### src/rtl/pong_board_renderer.sv
// rtl/pong_board_renderer.sv - Pong playfield renderer: borders, dashed net, score digits, goal flash
//
// Converts the raster position into an 8-bit playfield colour. The result is
// meant to be OR-combined with the ball and paddle layers downstream.
//
// Ports:
//   clk      in   1  pixel clock, hcount/vcount advance once per cycle
//   rst      in   1  asynchronous active-high reset
//   hcount   in  11  raster column
//   vcount   in  10  raster row
//   score_l  in   4  left score, 0-9 drawn, 10-15 blank
//   score_r  in   4  right score, same encoding
//   goal     in   1  single-cycle pulse when a point is scored
//   pixel    out  8  registered pixel colour, 2 cycles after hcount/vcount
//   flashing out  1  high while the border flash is running

module pong_board_renderer #(
   parameter int         H_MAX        = 796,
   parameter int         V_MAX        = 599,
   parameter int         BORDER_T     = 1,
   parameter int         NET_X        = 400,
   parameter int         NET_W        = 1,
   parameter int         DASH_LEN     = 16,
   parameter int         SEG_T        = 4,
   parameter int         DIG_W        = 24,
   parameter int         DIG_Y        = 16,
   parameter int         DIG_LX       = 340,
   parameter int         DIG_RX       = 436,
   parameter int         FLASH_FRAMES = 60,
   parameter int         FLASH_HALF   = 8,
   parameter logic [7:0] FG_COLOR     = 8'hFF,
   parameter logic [7:0] FLASH_COLOR  = 8'hE0
) (
   input  logic        clk,
   input  logic        rst,
   input  logic [10:0] hcount,
   input  logic [9:0]  vcount,
   input  logic [3:0]  score_l,
   input  logic [3:0]  score_r,
   input  logic        goal,
   output logic [7:0]  pixel,
   output logic        flashing
);

   localparam int DASH_BIT = $clog2(DASH_LEN);
   localparam int FRM_W    = $clog2(FLASH_FRAMES + 1);
   localparam int PH_W     = $clog2(FLASH_HALF + 1);
   localparam int BOX_H    = 2 * DIG_W;
   localparam int G_LO     = DIG_W - SEG_T / 2;
   localparam int G_HI     = DIG_W + SEG_T / 2;

   typedef enum logic {
      IDLE  = 1'b0,
      FLASH = 1'b1
   } state_t;

   // ------------------------------------------------------------------
   // Frame tick: edge-detect the origin so a held position fires once.
   // ------------------------------------------------------------------
   logic at_origin;
   logic origin_q;
   logic frame_tick;

   assign at_origin = (hcount == 11'd0) && (vcount == 10'd0);

   always_ff @(posedge clk or posedge rst) begin
      if (rst) begin
         origin_q   <= 1'b0;
         frame_tick <= 1'b0;
      end else begin
         origin_q   <= at_origin;
         frame_tick <= at_origin & ~origin_q;
      end
   end

   // ------------------------------------------------------------------
   // Score sampling: only on frame_tick so a digit never tears mid-frame.
   // Reset value 4'hF draws blank.
   // ------------------------------------------------------------------
   logic [3:0] sc_l_q;
   logic [3:0] sc_r_q;

   always_ff @(posedge clk or posedge rst) begin
      if (rst) begin
         sc_l_q <= 4'hF;
         sc_r_q <= 4'hF;
      end else if (frame_tick) begin
         sc_l_q <= score_l;
         sc_r_q <= score_r;
      end
   end

   // ------------------------------------------------------------------
   // Flash FSM
   // ------------------------------------------------------------------
   state_t            state_q, state_d;
   logic [FRM_W-1:0]  frm_q, frm_d;
   logic [PH_W-1:0]   ph_q, ph_d;
   logic              phase_q, phase_d;

   always_ff @(posedge clk or posedge rst) begin
      if (rst) begin
         state_q <= IDLE;
         frm_q   <= '0;
         ph_q    <= '0;
         phase_q <= 1'b0;
      end else begin
         state_q <= state_d;
         frm_q   <= frm_d;
         ph_q    <= ph_d;
         phase_q <= phase_d;
      end
   end

   always_comb begin
      state_d = state_q;
      frm_d   = frm_q;
      ph_d    = ph_q;
      phase_d = phase_q;
      case (state_q)
         IDLE: begin
            if (goal) begin
               state_d = FLASH;
               frm_d   = FRM_W'(FLASH_FRAMES);
               ph_d    = PH_W'(FLASH_HALF);
               phase_d = 1'b1;
            end
         end
         FLASH: begin
            // A goal reload takes precedence over a coincident frame tick.
            if (goal) begin
               frm_d   = FRM_W'(FLASH_FRAMES);
               ph_d    = PH_W'(FLASH_HALF);
               phase_d = 1'b1;
            end else if (frame_tick) begin
               if (ph_q == PH_W'(1)) begin
                  ph_d    = PH_W'(FLASH_HALF);
                  phase_d = ~phase_q;
               end else begin
                  ph_d = ph_q - PH_W'(1);
               end
               if (frm_q == FRM_W'(1)) begin
                  state_d = IDLE;
                  frm_d   = '0;
                  ph_d    = '0;
                  phase_d = 1'b0;
               end else begin
                  frm_d = frm_q - FRM_W'(1);
               end
            end
         end
         default: state_d = IDLE;
      endcase
   end

   assign flashing = (state_q == FLASH);

   // ------------------------------------------------------------------
   // Geometry
   // ------------------------------------------------------------------
   // Segment mask ordered {a,b,c,d,e,f,g}.
   function automatic logic [6:0] seg_decode(input logic [3:0] val);
      case (val)
         4'd0:    seg_decode = 7'b1111110;
         4'd1:    seg_decode = 7'b0110000;
         4'd2:    seg_decode = 7'b1101101;
         4'd3:    seg_decode = 7'b1111001;
         4'd4:    seg_decode = 7'b0110011;
         4'd5:    seg_decode = 7'b1011011;
         4'd6:    seg_decode = 7'b1011111;
         4'd7:    seg_decode = 7'b1110000;
         4'd8:    seg_decode = 7'b1111111;
         4'd9:    seg_decode = 7'b1111011;
         default: seg_decode = 7'b0000000;
      endcase
   endfunction

   // dx/dy are box-local and may be negative when left of / above the box.
   function automatic logic digit_hit(input int dx, input int dy, input logic [3:0] val);
      logic [6:0] m;
      logic       in_box;
      logic       left_col;
      logic       right_col;
      logic       upper;
      m         = seg_decode(val);
      in_box    = (dx >= 0) && (dx < DIG_W) && (dy >= 0) && (dy < BOX_H);
      left_col  = (dx < SEG_T);
      right_col = (dx >= DIG_W - SEG_T);
      upper     = (dy < DIG_W);
      digit_hit = in_box && (
                     (m[6] && (dy < SEG_T))              ||
                     (m[5] && right_col && upper)        ||
                     (m[4] && right_col && !upper)       ||
                     (m[3] && (dy >= BOX_H - SEG_T))     ||
                     (m[2] && left_col && !upper)        ||
                     (m[1] && left_col && upper)         ||
                     (m[0] && (dy >= G_LO) && (dy < G_HI)));
   endfunction

   int   h_i;
   int   v_i;
   logic valid_c;
   logic border_c;
   logic net_c;
   logic digit_c;
   logic flash_c;

   always_comb begin
      h_i      = int'(hcount);
      v_i      = int'(vcount);
      valid_c  = (h_i <= H_MAX) && (v_i <= V_MAX);
      border_c = (h_i < BORDER_T) || (v_i < BORDER_T) ||
                 (h_i > H_MAX - BORDER_T) || (v_i > V_MAX - BORDER_T);
      net_c    = (h_i >= NET_X) && (h_i < NET_X + NET_W) && !vcount[DASH_BIT];
      digit_c  = digit_hit(h_i - DIG_LX, v_i - DIG_Y, sc_l_q) ||
                 digit_hit(h_i - DIG_RX, v_i - DIG_Y, sc_r_q);
      // Colour choice travels with the pixel so a goal recolours only
      // pixels that enter the pipe after it.
      flash_c  = (state_q == FLASH) && phase_q;
   end

   // ------------------------------------------------------------------
   // Stage 1: region flags
   // ------------------------------------------------------------------
   logic s1_valid;
   logic s1_border;
   logic s1_net;
   logic s1_digit;
   logic s1_flash;

   always_ff @(posedge clk or posedge rst) begin
      if (rst) begin
         s1_valid  <= 1'b0;
         s1_border <= 1'b0;
         s1_net    <= 1'b0;
         s1_digit  <= 1'b0;
         s1_flash  <= 1'b0;
      end else begin
         s1_valid  <= valid_c;
         s1_border <= border_c;
         s1_net    <= net_c;
         s1_digit  <= digit_c;
         s1_flash  <= flash_c;
      end
   end

   // ------------------------------------------------------------------
   // Stage 2: colour, priority border > digit > net > black
   // ------------------------------------------------------------------
   logic [7:0] pix_d;

   always_comb begin
      pix_d = 8'h00;
      if (s1_valid) begin
         if (s1_border) begin
            pix_d = s1_flash ? FLASH_COLOR : FG_COLOR;
         end else if (s1_digit || s1_net) begin
            pix_d = FG_COLOR;
         end
      end
   end

   always_ff @(posedge clk or posedge rst) begin
      if (rst) begin
         pixel <= 8'h00;
      end else begin
         pixel <= pix_d;
      end
   end

endmodule

### config.mk
export PLATFORM = sky130hd
export DESIGN_NAME = pong_board_renderer
export DESIGN_NICKNAME = d
export VERILOG_FILES = /design/src/rtl/pong_board_renderer.sv
export SDC_FILE = /design/constraint.sdc
export NUM_CORES = 1
export LEC_CHECK = 0
export BUFFER_PORTS_ARGS = -buffer_cell sky130_fd_sc_hd__clkbuf_2
export CAP_MARGIN = 40
export CORE_ASPECT_RATIO = 0.75
export CORE_MARGIN = 5
export CORE_UTILIZATION = 25
export CTS_BUF_LIST = sky130_fd_sc_hd__clkbuf_4 sky130_fd_sc_hd__clkbuf_8
export CTS_CLUSTER_DIAMETER = 200
export DETAILED_ROUTE_END_ITERATION = 16
export GPL_TIMING_DRIVEN = 0
export HOLD_SLACK_MARGIN = 0.1
export PLACE_DENSITY_LB_ADDON = 0.1
export SLEW_MARGIN = 10
export SYNTH_ARGS = -nofsm -noshare
export SYNTH_HDL_FRONTEND = slang
export SYNTH_SLANG_ARGS = --single-unit
### constraint.sdc
create_clock -name clk -period 2.45 [get_ports clk]
set_clock_uncertainty 0.1 [all_clocks]
set_input_delay 0.1225 -clock clk [delete_from_list [all_inputs] [get_ports clk]]
set_output_delay 0.1225 -clock clk [all_outputs]
set_load 0.01 [all_outputs]
# Word level (Yosys, flattened, before mapping)
# Memory sizes are Yosys's and may differ from the RTL's.
# Index checks and enable logic that the tools add are counted.
# op_classes
add_sub_neg	5
n_mul	0
n_div	0
magnitude_cmp	23
eq_ne	5
shifts	0
mux	26
bitwise	4
reduce_logical	60
# ops
op	n
1-bit logical AND	37
12-bit by 1-bit greater-or-equal comparator with 1-bit output (second input constant)	2
12-bit by 6-bit greater-or-equal comparator with 1-bit output (second input constant)	2
12-bit by 4-bit < comparator with 1-bit output (second input constant)	2
12-bit by 6-bit < comparator with 1-bit output (second input constant)	2
6-bit 2-to-1 mux	4
8-bit 2-to-1 mux	3
11-bit by 9-bit subtractor with 12-bit output (second input constant)	2
11-bit by 6-bit < comparator with 1-bit output (second input constant)	2
4-bit 2-to-1 mux	5
1-bit logical OR	17
6-bit one-hot mux with 2 select lines	1
11-bit by 1-bit greater-or-equal comparator with 1-bit output (second input constant)	1
11-bit by 6-bit greater-or-equal comparator with 1-bit output (second input constant)	1
11-bit by 7-bit greater-or-equal comparator with 1-bit output (second input constant)	1
11-bit by 9-bit greater-or-equal comparator with 1-bit output (second input constant)	1
11-bit by 10-bit greater-than comparator with 1-bit output (second input constant)	1
11-bit by 10-bit less-or-equal comparator with 1-bit output (second input constant)	1
11-bit logical NOT	1
11-bit by 1-bit < comparator with 1-bit output (second input constant)	1
11-bit by 4-bit < comparator with 1-bit output (second input constant)	1
11-bit by 7-bit < comparator with 1-bit output (second input constant)	1
11-bit by 9-bit < comparator with 1-bit output (second input constant)	1
10-bit by 5-bit subtractor with 11-bit output (second input constant)	1
other kinds (20)	32
# word_totals
regBits	35
latch_bits	0
ram_bits	0
mem_bits_ro	224
inputBits	32
out_inout_bits	9
elab_cells	139
mem_count	2
# memory_table
name	depth	word_bits	read_ports	rd_ports_with_merged_regs	write_ports	line_no	source
(name not given)	16	7	1	0	0	163	case (val)
(name not given)	16	7	1	0	0	163	

# Longest topological paths before layout
# Gate-level depths: netlist of the first run.
# depth
ltp_word	12
mapped_depth	10
depth_no_buf	9

# Least setup slack after synthesis of the first run
# Ideal clock, no wire load.
# synth_timing
path_kind	input to register
start	input vcount[4]
end	register s1_digit
setup_time_ns	0.074
t_arrival_ns	1.896
required_ns	2.276
path_slack_ns	0.380
path_stages	9
n_path_buf	1
path_cell_list	inv_1 -> ha_1 -> bufbuf_16 -> a31oi_1 -> o32a_1 -> or2_4 -> a311o_1 -> a31o_1 -> a21oi_2
# synth_between
elab_chain_len	11
elab_cells_between_ends	44
classes_between	add/sub (1); order compare (7); reduce/logical (36)
# synth_lines
element	line_no	source
from (decl)	37	input logic [9:0] vcount,
10-bit by 5-bit subtractor with 11-bit output *	215, 216	
11-bit by 4-bit < comparator with 1-bit output or 11-bit by 6-bit < comparator with 1-bit output (tied branches)	191, 189	
1-bit logical AND (tied with other cells)	191	(m[6] && (dy < SEG_T)) ||
1-bit logical OR or 1-bit logical AND (tied branches)	191, 193	
1-bit logical OR	192	(m[5] && right_col && upper) ||
1-bit logical OR	193	(m[4] && right_col && !upper) ||
1-bit logical OR	194	(m[3] && (dy >= BOX_H - SEG_T)) ||
1-bit logical OR	195	(m[2] && left_col && !upper) ||
1-bit logical OR	196	(m[1] && left_col && upper) ||
1-bit logical AND	190	digit_hit = in_box && (
1-bit logical OR *	215	digit_c = digit_hit(h_i - DIG_LX, v_i - DIG_Y, sc_l_q) ||
named net digit_c	205	logic digit_c;
to (signal assigned)	242	s1_digit <= digit_c;
to (decl)	228	logic s1_digit;
# Mark *: on every way through the listed nets, which the timed path passes. The rest lies on a longest branch.
# A chain may end at the register's enable or synchronous reset.

# Worst setup path after layout of the first run
# Same ends and word-level chain as after synthesis.

==> results of run 1 <==
-- worst min-delay path: cells and delay by family --
family,cells,cell delay (ns)
buffers and inverters,1,0.15
and+or+nand+nor,2,0.21
-- what timing repair did --
item	4_1_cts	5_1_grt
hold buffers	12	0
endpoints found under the hold margin	21	0
resized for setup	0	1
setup endpoints to repair	0	1
-- per-layer routing --
metal	global-route usage (%)	vias to the layer above
li1	-	1191
met1	17.1	1050
met2	14.0	40
met3	3.14	7
met4	1.75	0
met5	0	-
-- area by class of cell --
| cell class | instances | share of cell area (%) |
|---|---|---|
| multi-input combinational | 233 | 50.9 |
| sequential | 29 | 23.6 |
| timing repair buffer | 51 | 10.9 |
| tap | 132 | 5.31 |
| buffer | 16 | 4.34 |
| clock buffer | 5 | 2.21 |
| inverter | 17 | 2.05 |
| clock inverter | 3 | 0.724 |
-- cell families after synthesis --
family                     count (synthesis)
xor gates and xnor gates                   2
buffers and inverters                     33
muxes                                      6
AOI/OAI and AO/OA                         83
adders and majority gates                 23
and+or+nand+nor                          119
DFF                                       29
-- worst min path at each step --
stage                    start         to  slack, ns  cells past startpoint
global route         hcount[1]  s1_border       0.12                      3
global placement    score_l[1]  sc_l_q[1]       0.23                      3
CTS                  hcount[1]  s1_border       0.12                      3
finish               hcount[5]     s1_net       0.13                      3
floorplan                  rst   flashing       0.09                      1
detailed placement         rst   pixel[6]       0.06                      2
-- stage by stage --
step,hold WS [ns],area [um^2],utilization [%],std cells
after floorplan,0.0947,2510,-,295
after global placement,0.230,2870,29.4,465
after detailed placement,0.0584,2890,29.7,466
after CTS,0.115,3110,31.9,486
after global routing,0.124,3110,32.0,486
final,0.132,3110,32.0,486
-- synthesized netlist by cell type, drive strengths merged, types with 4 or more instances --
library cell  count
nor2b             5
nand4             4
inv              17
a21oi            20
o31ai             5
nor3              7
ha               23
buf              11
nand2b           11
dfstp             8
and3              4
nor4              6
or2               5
dfrtp            21
nand2            31
clkbuf            4
nor2             26
or3               4
o21ai            18
-- where the power goes --
part           switching, mW  total (mW)  internal (mW)
logic                  0.120       0.229          0.109
registers            0.00729       0.495          0.488
clock network          0.203       0.402          0.199
total                  0.330        1.13          0.795
-- sequential cells by signal, indices dropped and copies added, names as in the netlist, 2 cells and up --
name and cells:
frm_q 6, ph_q 4, sc_l_q 4, sc_r_q 4, pixel 2
==> summary.log, run 1 <==
INFO  synth          postSynthCellCount=295
INFO  flow_run       maxCapViolations=0
INFO  cts            cts_num_sinks=29
INFO  cells_and_area final_nets=408
INFO  synth          synth-main-ff-cell=sky130_fd_sc_hd__dfrtp_1
INFO  sta            relSlewSlack=50.1%
INFO  sta            rsz_0062_raised_after_global_routing=no
INFO  setup_path     critical-path-slowest-cell=sky130_fd_sc_hd__ha_1
INFO  cells_and_area areaGrowthSynthToFinish=23.9%
INFO  setup_path     crit_buf_inv=2
INFO  setup_path     worst_r2r_endpoint=phase_q
INFO  synth          synth_adder_area_share=11.5%
INFO  detailed_routing wl_per_cell=13.5um
INFO  synth          post_synth_xor_area_fraction=0.698%
INFO  synth          yosysTopAreaCellShare=20.9%
INFO  detailed_routing met2_wirelength=2.51mm
INFO  placement      port_buffers=38
INFO  synth          synth_area_leaders=sky130_fd_sc_hd__dfrtp_1 (21%), sky130_fd_sc_hd__ha_1 (11%), sky130_fd_sc_hd__dfstp_2 (8.4%)
INFO  power_and_ir_drop worst_ir_drop_vdd=0.230mV
INFO  synth          netlist-cell-type-count=62
INFO  setup_path     r2r-start=frm_q[1]
INFO  setup_path     ff2ff_path_depth=7
INFO  sta            min_period_over_period=93.6%
INFO  setup_path     critical_path_arrival=2.41ns
INFO  die            floorplan.initialDensity=25.8%
INFO  synth          synthSimpleGateAreaFrac=25.3%
INFO  setup_path     worstPathMaxFanout=10
INFO  global_route   maximum_number_of_pins_on_one_net_before_global_route_repair=20
INFO  outcome        run_status=completed
INFO  setup_path     crit_path_end_kind=flop
INFO  die            dieHeight=96.8um
INFO  detailed_routing drt.antenna.violating_nets=0
INFO  sta            hold_violations=0
INFO  cells_and_area antenna_cells_inserted=0
INFO  detailed_routing routed_via_density=4.71
INFO  power_and_ir_drop power=1.13mW
INFO  die            std_cell_rows=31
INFO  detailed_routing met3RoutedLength=344um
INFO  synth          synthMuxAreaShare=2.54%
INFO  placement      dp_hpwl=5.19mm
INFO  detailed_routing totalWireLength=6.55mm
INFO  placement      detailedPlace.worstSlack=-0.196ns
INFO  global_route   grt_pass1_vias=2,129
INFO  setup_path     required_time_at_the_endpoint_of_the_critical_path=2.57ns
INFO  die            die_x=126um
INFO  synth          synth_top_family_by_area=simple AND/OR/NAND/NOR gates
INFO  die            floorplan_core_area=0.00974mm^2
INFO  setup_path     worstSetupStartpoint=vcount[4]
INFO  setup_path     reg2reg_setup_slack=0.24ns
INFO  detailed_routing drt_met1_wl=3.65mm
INFO  cts            post_cts.repair.setup_buffers=0
INFO  cts            clock_slew_seen_by_the_registers_of_the_worst_setup_and_hold_paths=0.07ns
INFO  synth          postSynthRegisterBits=29
INFO  cells_and_area multi_input_combinational_cell_area=0.00158mm^2
INFO  detailed_routing top_signal_layer_used=met4
INFO  setup_path     critPathTopFamily=compound AO/OA/AOI/OAI gates
INFO  synth          post_synth_instance_area=0.00251mm^2
INFO  cts            tritoncts.num_buffers=5
INFO  setup_path     crit_path_end=s1_digit
INFO  setup_path     cp_num_cells=10
INFO  global_route   grt-ovfl-total=0
INFO  cells_and_area ff_latch_area=736um^2
INFO  sta            clock.fmax=436MHz
INFO  setup_path     cpPeakStageDelay=0.34ns
INFO  cells_and_area post_route_cells_drive_above_1_share=22.6%
INFO  sta            setup_slack=0.156ns
INFO  cells_and_area layout.cells.most_common=sky130_fd_sc_hd__clkbuf_2
INFO  sta            report.final.slew_viol_count=0
INFO  detailed_routing dr.first_iter.drc_count=110
INFO  setup_path     timing_worst_setup_path_type=input port to flop
INFO  worst_hold_path min_path_type=input port to flop
INFO  detailed_routing route.detailed.drc=0
INFO  power_and_ir_drop cellPowerDensity=362mW/mm^2
INFO  global_route   grt_pass1_wl=10.9mm
INFO  synth          synth_largest_area_cell=sky130_fd_sc_hd__dfrtp_1
INFO  sta            final.min_clock_period=2.29ns
INFO  cts            cts_tree=built
INFO  sta            tightestPinTransition=0.742ns
INFO  synth          async_reset_ff_share=100%
INFO  cts            cts-root-to-sink-buffers=2
INFO  global_route   groute.usage.overall=10.7%
INFO  cells_and_area fillCellCount=1,064
INFO  global_route   number_of_antenna_violations_at_the_first_check_in_global_routing=0
INFO  die            floorplan.die_area=0.0122mm^2
INFO  cells_and_area most-common-layout-cells=sky130_fd_sc_hd__clkbuf_2 (38), sky130_fd_sc_hd__nand2_1 (31), sky130_fd_sc_hd__nor2_1 (26)
INFO  power_and_ir_drop total_leakage_power=1.31nW
INFO  synth          ys.warnings.count=0
INFO  placement      routabilityCongestion=0.813
INFO  die            io_pins=41
INFO  sta            fin_tns_setup=0ns
INFO  synth          synth_compound_gate_area_share=22.8%
INFO  synth          synth-edff-count=0
INFO  cts            insertion_delay=0.28ns
INFO  synth          ys_seq_area_share=29.3%
INFO  sta            setup_violations=0
INFO  detailed_routing route.vias.total=2,288
INFO  synth          synthesis.nets=350
INFO  synth          avgSynthCellArea=8.51um^2
INFO  setup_path     cp_cell_sequence=clkbuf_2 > inv_1 > ha_1 > nor4_2 > mux2i_1 > o32a_1 > or2_4 > a311o_1 > a31o_1 > a21oi_2
INFO  cts            cts-htree-levels=2
INFO  detailed_routing drt_pre_antenna_iters=4
INFO  setup_path     cp-start-kind=input port
INFO  cts            cts_root_buf=sky130_fd_sc_hd__clkbuf_8
Note: power is estimated with default switching activity, not from simulation.
==> run 2: changes to the inputs <==
--- a/config.mk
+++ b/config.mk
@@ -16,6 +16,8 @@
 export GPL_TIMING_DRIVEN = 0
 export HOLD_SLACK_MARGIN = 0.1
 export PLACE_DENSITY_LB_ADDON = 0.1
+export RECOVER_POWER = 25
+export SETUP_SLACK_MARGIN = 0.2
 export SLEW_MARGIN = 10
 export SYNTH_ARGS = -nofsm -noshare
 export SYNTH_HDL_FRONTEND = slang
==> run 2 against run 1 <==
  * Global-route usage is essentially flat
  * Count of clock-buffer cells in the layout is the same
  * Register-to-register slack improved by 0.09 ns
  * Power is 0.46% lower
  * Largest cell class unchanged
  * Highest routed layer unchanged
==> summary.log, run 2 (same netlist as run 1, synthesis figures left out) <==
INFO  die            dieHeight=96.8um [unchanged]
INFO  power_and_ir_drop worst_ir_drop_vdd=0.229mV [was 0.230 mV]
INFO  global_route   maximum_number_of_pins_on_one_net_before_global_route_repair=20 [unchanged]
INFO  cells_and_area areaGrowthSynthToFinish=23.9% [about the same]
INFO  worst_hold_path min_path_type=input port to flop [unchanged]
INFO  flow_run       maxCapViolations=0 [unchanged]
INFO  cts            insertion_delay=0.28ns [about the same]
INFO  sta            setup_violations=0 [unchanged]
INFO  sta            min_period_over_period=91.5% [was 93.6%]
INFO  die            io_pins=41 [unchanged]
INFO  sta            tightestPinTransition=1.05ns [was 0.742 ns]
INFO  die            floorplan_core_area=0.00974mm^2 [unchanged]
INFO  global_route   number_of_antenna_violations_at_the_first_check_in_global_routing=0 [unchanged]
INFO  cells_and_area most-common-layout-cells=sky130_fd_sc_hd__clkbuf_2 (37), sky130_fd_sc_hd__nand2_1 (31), sky130_fd_sc_hd__nor2_1 (26) [was sky130_fd_sc_hd__clkbuf_2 (38), sky130_fd_sc_hd__nand2_1 (31), sky130_fd_sc_hd__nor2_1 (26)]
INFO  global_route   groute.usage.overall=10.8% [was 10.7%]
INFO  detailed_routing dr.first_iter.drc_count=108 [was 110]
INFO  detailed_routing drt.antenna.violating_nets=0 [unchanged]
INFO  cells_and_area layout.cells.most_common=sky130_fd_sc_hd__clkbuf_2 [unchanged]
INFO  die            floorplan.die_area=0.0122mm^2 [unchanged]
INFO  power_and_ir_drop total_leakage_power=1.31nW [about the same]
INFO  global_route   grt_pass1_vias=2,139 [was 2,129]
INFO  detailed_routing drt_pre_antenna_iters=4 [unchanged]
INFO  cells_and_area largest_register_ffs=6 [unchanged]
INFO  sta            final.min_clock_period=2.24ns [was 2.29 ns]
INFO  cts            cts_root_buf=sky130_fd_sc_hd__clkbuf_8 [unchanged]
INFO  setup_path     crit_path_end_kind=flop [unchanged]
INFO  outcome        run_status=completed [unchanged]
INFO  placement      port_buffers=38 [unchanged]
INFO  die            die_x=126um [unchanged]
INFO  cells_and_area largest_register=frm_q [unchanged]
INFO  global_route   grt-ovfl-total=0 [unchanged]
INFO  sta            clock.fmax=446MHz [was 436 MHz]
INFO  cells_and_area final_nets=407 [was 408]
INFO  power_and_ir_drop power=1.12mW [was 1.13 mW]
INFO  cells_and_area antenna_cells_inserted=0 [unchanged]
INFO  detailed_routing routed_via_density=4.72 [was 4.71]
INFO  setup_path     critical_path_arrival=2.36ns [was 2.41 ns]
INFO  cells_and_area final_core_utilization=31.9% [was 32.0%]
INFO  die            std_cell_rows=31 [unchanged]
INFO  global_route   grt_pass1_wl=11.0mm [was 10.9 mm]
INFO  cts            tritoncts.num_buffers=5 [unchanged]
INFO  die            floorplan.initialDensity=25.8% [unchanged]
INFO  sta            report.final.slew_viol_count=0 [unchanged]
INFO  detailed_routing route.detailed.drc=0 [unchanged]
INFO  sta            rsz_0062_raised_after_global_routing=yes [was no]
INFO  cts            cts_num_sinks=29 [unchanged]
INFO  detailed_routing totalWireLength=6.59mm [was 6.55 mm]
INFO  placement      routabilityCongestion=0.813 [unchanged]
INFO  detailed_routing route.vias.total=2,287 [was 2,288]
INFO  cts            clock_slew_seen_by_the_registers_of_the_worst_setup_and_hold_paths=0.07ns [about the same]
INFO  setup_path     timing_worst_setup_path_type=input port to flop [unchanged]
INFO  setup_path     worstPathMaxFanout=10 [unchanged]
INFO  placement      dp_hpwl=5.19mm [unchanged]
INFO  cells_and_area post_route_cells_drive_above_1_share=22.9% [was 22.6%]
INFO  setup_path     reg2reg_setup_slack=0.33ns [was 0.24 ns]
INFO  placement      detailedPlace.worstSlack=-0.196ns [unchanged]
INFO  sta            setup_slack=0.207ns [was 0.156 ns]
INFO  cts            cts_tree=built [unchanged]
INFO  setup_path     required_time_at_the_endpoint_of_the_critical_path=2.57ns [about the same]
INFO  sta            hold_violations=0 [unchanged]
INFO  setup_path     cp-start-kind=input port [unchanged]
INFO  cts            cts-htree-levels=2 [unchanged]
INFO  power_and_ir_drop cellPowerDensity=360mW/mm^2 [was 362 mW/mm^2]
INFO  sta            relSlewSlack=29.8% [was 50.1%]
INFO  cts            cts-root-to-sink-buffers=2 [unchanged]
INFO  detailed_routing wl_per_cell=13.6um [was 13.5 um]
run 2: changes by cell type in the layout (fill, tap and decap cells not counted), sizes merged:
cell / change
buf: -1
run 2: worst paths after layout:
path	from	end	depth (start not counted)
max in group asynchronous	rst	flashing	4
worst min register to register	origin_q	frame_tick	1
worst max-delay path	vcount[4]	s1_digit	10
worst min-delay path	hcount[1]	s1_border	3
min in group asynchronous	rst	pixel[4]	3
worst max register to register	sc_r_q[1]	s1_digit	8
run 2: timing repair:
action / 4_1_cts / 5_1_grt
setup buffers: 0 / 0
gates cloned: 0 / 0
pin swaps: 0 / 0
gates resized for setup: 4 / 3
hold buffers: 12 / 0
hold endpoints to repair: 21 / 0
endpoints found under the setup margin: 2 / 2
run 2: area by class of cell:
cell class / count / area (um^2)
clock inverter: 3 / 22.5
timing repair buffer: 51 / 315
buffer: 15 / 133
clock buffer: 5 / 68.8
sequential: 29 / 736
inverter: 17 / 63.8
multi-input combinational: 233 / 1610
tap: 132 / 165
fill: 1067 / 6630
run 2: per-stage QoR:
step	instances	TNS [ns]	hold WS, ns	area (um^2)
2_1_floorplan	295	0	0.0947	2510
3_3_place_gp	465	-0.204	0.230	2870
3_5_place_dp	466	-0.196	0.0584	2890
4_1_cts	486	0	0.115	3130
5_1_grt	485	0	0.124	3110
6_report	485	0	0.119	3110
run 2: where the power goes:
| part | switching, mW | internal, mW | total, mW |
|---|---|---|---|
| Sequential | 0.00728 | 0.488 | 0.495 |
| Combinational | 0.119 | 0.105 | 0.224 |
| Clock | 0.202 | 0.199 | 0.401 |
| Total | 0.329 | 0.792 | 1.12 |
run 2: critical path, stage by stage:
cell,delay (ns)
sky130_fd_sc_hd__clkbuf_4,0.18
sky130_fd_sc_hd__inv_1,0.11
sky130_fd_sc_hd__ha_2,0.32
sky130_fd_sc_hd__bufbuf_16,0.25
sky130_fd_sc_hd__a31oi_1,0.09
sky130_fd_sc_hd__o32a_1,0.37
sky130_fd_sc_hd__or2_4,0.27
sky130_fd_sc_hd__a311o_1,0.33
sky130_fd_sc_hd__a31o_1,0.19
sky130_fd_sc_hd__a21oi_2,0.13
run 2: per-layer routing:
layer / up-vias / global-route usage (%) / routed length, um
met5: - / 0 / 0
met4: 0 / 1.75 / 34
met3: 7 / 3.14 / 352
met2: 46 / 14.1 / 2570
met1: 1047 / 17.2 / 3640
li1: 1187 / - / -
==> run 3: changes to the inputs <==
--- a/config.mk
+++ b/config.mk
@@ -15,10 +15,11 @@
 export DETAILED_ROUTE_END_ITERATION = 16
 export GPL_TIMING_DRIVEN = 0
 export HOLD_SLACK_MARGIN = 0.1
-export PLACE_DENSITY_LB_ADDON = 0.1
+export PLACE_DENSITY = 0.52
 export RECOVER_POWER = 25
 export SETUP_SLACK_MARGIN = 0.2
 export SLEW_MARGIN = 10
 export SYNTH_ARGS = -nofsm -noshare
 export SYNTH_HDL_FRONTEND = slang
 export SYNTH_SLANG_ARGS = --single-unit
+export TNS_END_PERCENT = 10
==> run 3 against run 2 <==
  * Hold slack lost 0.0029 ns
  * Wire length shrank 6.5%
  * Design area grew 1.4%
  * Critical endpoint unchanged
  * Largest power group is now clock
  * Highest routed layer unchanged
==> summary.log, run 3 (same netlist as run 1, synthesis figures left out) <==
INFO  cts            cts-htree-levels=2 [unchanged]
INFO  setup_path     crit_buf_inv=3 [unchanged]
INFO  detailed_routing routed_via_density=4.81 [was 4.72]
INFO  detailed_routing drt.antenna.violating_nets=0 [unchanged]
INFO  worst_hold_path min_path_type=input port to flop [unchanged]
INFO  setup_path     worstSetupStartpoint=vcount[4] [unchanged]
INFO  cells_and_area post_route_cells_drive_above_1_share=22.4% [was 22.9%]
INFO  setup_path     critical_path_arrival=2.31ns [was 2.36 ns]
INFO  setup_path     reg2reg_setup_slack=0.31ns [was 0.33 ns]
INFO  sta            rsz_0062_raised_after_global_routing=yes [unchanged]
INFO  cells_and_area most-common-layout-cells=sky130_fd_sc_hd__clkbuf_2 (35), sky130_fd_sc_hd__nand2_1 (31), sky130_fd_sc_hd__nor2_1 (26) [was sky130_fd_sc_hd__clkbuf_2 (37), sky130_fd_sc_hd__nand2_1 (31), sky130_fd_sc_hd__nor2_1 (26)]
INFO  cts            cts_num_sinks=29 [unchanged]
INFO  detailed_routing dr.first_iter.drc_count=196 [was 108]
INFO  die            dieHeight=96.8um [unchanged]
INFO  power_and_ir_drop total_leakage_power=1.35nW [was 1.31 nW]
INFO  setup_path     crit_path_end=s1_digit [unchanged]
INFO  sta            relSlewSlack=58.9% [was 29.8%]
INFO  detailed_routing drt_pre_antenna_iters=4 [unchanged]
INFO  power_and_ir_drop power_switching=308uW [was 329 uW]
INFO  sta            hold_violations=0 [unchanged]
INFO  cts            cts_tree=built [unchanged]
INFO  setup_path     ff2ff_path_depth=8 [unchanged]
INFO  die            io_pins=41 [unchanged]
INFO  detailed_routing totalWireLength=6.16mm [was 6.59 mm]
INFO  global_route   grtUsageMet3=2.59% [was 3.14%]
INFO  die            floorplan.initialDensity=25.8% [unchanged]
INFO  cells_and_area largest_register=frm_q [unchanged]
INFO  setup_path     cpPeakStageDelay=0.36ns [was 0.37 ns]
INFO  cts            post_cts.repair.setup_buffers=0 [unchanged]
INFO  global_route   number_of_antenna_violations_at_the_first_check_in_global_routing=0 [unchanged]
INFO  cts            cts-root-to-sink-buffers=2 [unchanged]
INFO  placement      detailedPlace.worstSlack=-0.160ns [was -0.196 ns]
INFO  detailed_routing route.vias.total=2,331 [was 2,287]
INFO  global_route   grt_pass1_vias=2,216 [was 2,139]
INFO  cells_and_area final_nets=407 [unchanged]
INFO  sta            setup_violations=0 [unchanged]
INFO  sta            tightestPinTransition=0.612ns [was 1.05 ns]
INFO  setup_path     critPathTopFamily=compound AO/OA/AOI/OAI gates [unchanged]
INFO  power_and_ir_drop power_frac_comb=17.3% [was 20.0%]
INFO  cells_and_area multi_input_combinational_cell_area=0.00159mm^2 [was 0.00161 mm^2]
INFO  cts            insertion_delay=0.28ns [about the same]
INFO  cells_and_area areaGrowthSynthToFinish=25.7% [was 23.9%]
INFO  cells_and_area ff_latch_area=736um^2 [unchanged]
INFO  detailed_routing wl_per_cell=12.7um [was 13.6 um]
INFO  die            die_x=126um [unchanged]
INFO  global_route   grt-ovfl-total=0 [unchanged]
INFO  outcome        run_status=completed [unchanged]
INFO  power_and_ir_drop worst_ir_drop_vdd=0.282mV [was 0.229 mV]
INFO  cells_and_area antenna_cells_inserted=0 [unchanged]
INFO  sta            final.min_clock_period=2.21ns [was 2.24 ns]
INFO  cts            cts_root_buf=sky130_fd_sc_hd__clkbuf_8 [unchanged]
INFO  power_and_ir_drop netSwitchingFraction=23.5% [was 29.3%]
INFO  cts            clock_slew_seen_by_the_registers_of_the_worst_setup_and_hold_paths=0.07ns [about the same]
INFO  power_and_ir_drop p_int=1.00mW [was 792 uW]
INFO  power_and_ir_drop cellPowerDensity=415mW/mm^2 [was 360 mW/mm^2]
INFO  setup_path     critical-path-slowest-cell=sky130_fd_sc_hd__o32a_1 [unchanged]
INFO  sta            setup_slack=0.245ns [was 0.207 ns]
INFO  die            std_cell_rows=31 [unchanged]
INFO  cells_and_area final_area=0.00316mm^2 [was 0.00311 mm^2]
INFO  cells_and_area layout.cells.most_common=sky130_fd_sc_hd__clkbuf_2 [unchanged]
INFO  setup_path     required_time_at_the_endpoint_of_the_critical_path=2.56ns [was 2.57 ns]
INFO  global_route   grt_pass1_wl=10.6mm [was 11.0 mm]
INFO  die            floorplan.die_area=0.0122mm^2 [unchanged]
INFO  cts            tritoncts.num_buffers=5 [unchanged]
INFO  global_route   global_route.usage.met2=14.7% [was 14.1%]
INFO  sta            hold_slack=0.116ns [was 0.119 ns]
INFO  flow_run       maxCapViolations=0 [unchanged]
INFO  die            floorplan_core_area=0.00974mm^2 [unchanged]
INFO  global_route   grt.busiest_layer=met1 [unchanged]
INFO  cells_and_area fillCellCount=1,040 [was 1,067]
INFO  global_route   groute.usage.overall=10.2% [was 10.8%]
INFO  setup_path     cp_num_cells=10 [unchanged]
INFO  global_route   maximum_number_of_pins_on_one_net_before_global_route_repair=17 [was 20]
INFO  setup_path     timing_worst_setup_path_type=input port to flop [unchanged]
INFO  detailed_routing route.detailed.drc=0 [unchanged]
INFO  sta            min_period_over_period=90.0% [was 91.5%]
INFO  setup_path     worstPathMaxFanout=10 [unchanged]
INFO  setup_path     cp_cell_sequence=clkbuf_4 > inv_1 > ha_2 > bufbuf_16 > a31oi_1 > o32a_1 > or2_4 > a311o_1 > a31o_1 > a21oi_2 [unchanged]
INFO  cells_and_area largest_register_ffs=6 [unchanged]
INFO  sta            report.final.slew_viol_count=0 [unchanged]
INFO  placement      dp_hpwl=4.92mm [was 5.19 mm]
INFO  power_and_ir_drop pwr-share-clk=44.8% [was 35.8%]
INFO  placement      routabilityCongestion=0.807 [was 0.813]
INFO  global_route   gr_util_met1=15.6% [was 17.2%]
INFO  power_and_ir_drop power=1.31mW [was 1.12 mW]
INFO  setup_path     crit_path_end_kind=flop [unchanged]
INFO  setup_path     worst_r2r_endpoint=s1_digit [unchanged]
INFO  placement      placed_cell_area=0.00289mm^2 [unchanged]
INFO  setup_path     cp-start-kind=input port [unchanged]
INFO  sta            clock.fmax=453MHz [was 446 MHz]
INFO  setup_path     r2r-start=sc_r_q[1] [unchanged]
INFO  placement      port_buffers=38 [unchanged]
INFO  power_and_ir_drop seq_power_share=37.9% [was 44.2%]
[run 3: cell count changes in the layout (fill, tap and decap cells not counted), sizes merged]
| cell | before | now |
|---|---|---|
| buf | 11 | 12 |
| bufinv | 0 | 2 |
| clkinv | 0 | 1 |
| clkinvlp | 3 | 0 |
| dlygate4sd3 | 12 | 11 |
[run 3: layout make-up]
class | instances | area share (%)
Buffer | 16 | 4.28
Clock buffer | 5 | 2.18
Clock inverter | 3 | 2.06
Inverter | 17 | 2.02
Multi-Input combinational cell | 233 | 50.5
Sequential cell | 29 | 23.3
Tap cell | 132 | 5.23
Timing Repair Buffer | 50 | 10.4
[run 3: worst min-delay path by stage]
| stage | cells after the start | start | to | slack, ns |
|---|---|---|---|---|
| after floorplan | 1 | rst | flashing | 0.09 |
| after global placement | 3 | score_l[0] | sc_l_q[0] | 0.23 |
| after detailed placement | 2 | rst | frm_q[4] | 0.1 |
| after CTS | 4 | vcount[8] | s1_valid | 0.10 |
| after global routing | 3 | hcount[1] | s1_border | 0.15 |
| final | 4 | vcount[8] | s1_valid | 0.12 |
[run 3: layer usage]
| layer | vias to the layer above | routed length, um |
|---|---|---|
| li1 | 1181 | - |
| met1 | 1090 | 3270 |
| met2 | 58 | 2500 |
| met3 | 2 | 375 |
| met4 | 0 | 19 |
| met5 | - | 0 |
[run 3: metrics by stage]
stage	utilization, %	setup TNS, ns	cells
after global placement	29.4	-0.114	465
final	32.4	0	485
after global routing	32.4	0	485
after CTS	32.3	0	485
after floorplan	-	0	295
after detailed placement	29.7	-0.160	466
[run 3: power by group through the flow]
stage,combinational [mW],clock (mW),sequential (mW)
after global placement,0.202,0,0.504
after CTS,0.229,0.603,0.496
after global routing,0.255,0.621,0.497
after floorplan,0.130,0,0.503
final,0.226,0.586,0.496
after detailed placement,0.213,0,0.504
[run 3: repair_timing]
action | 4_1_cts | 5_1_grt
endpoints found under the hold margin | 23 | 0
setup endpoints to repair | 1 | 3
pin swaps | 0 | 0
hold buffers | 11 | 0
resized for setup | 3 | 1
[run 3: worst min-delay path, cell delays in order]
cell	delay [ns]
sky130_fd_sc_hd__clkbuf_2	0.11
sky130_fd_sc_hd__nor4_1	0.06
sky130_fd_sc_hd__nand2_1	0.07
sky130_fd_sc_hd__a21oi_1	0.08
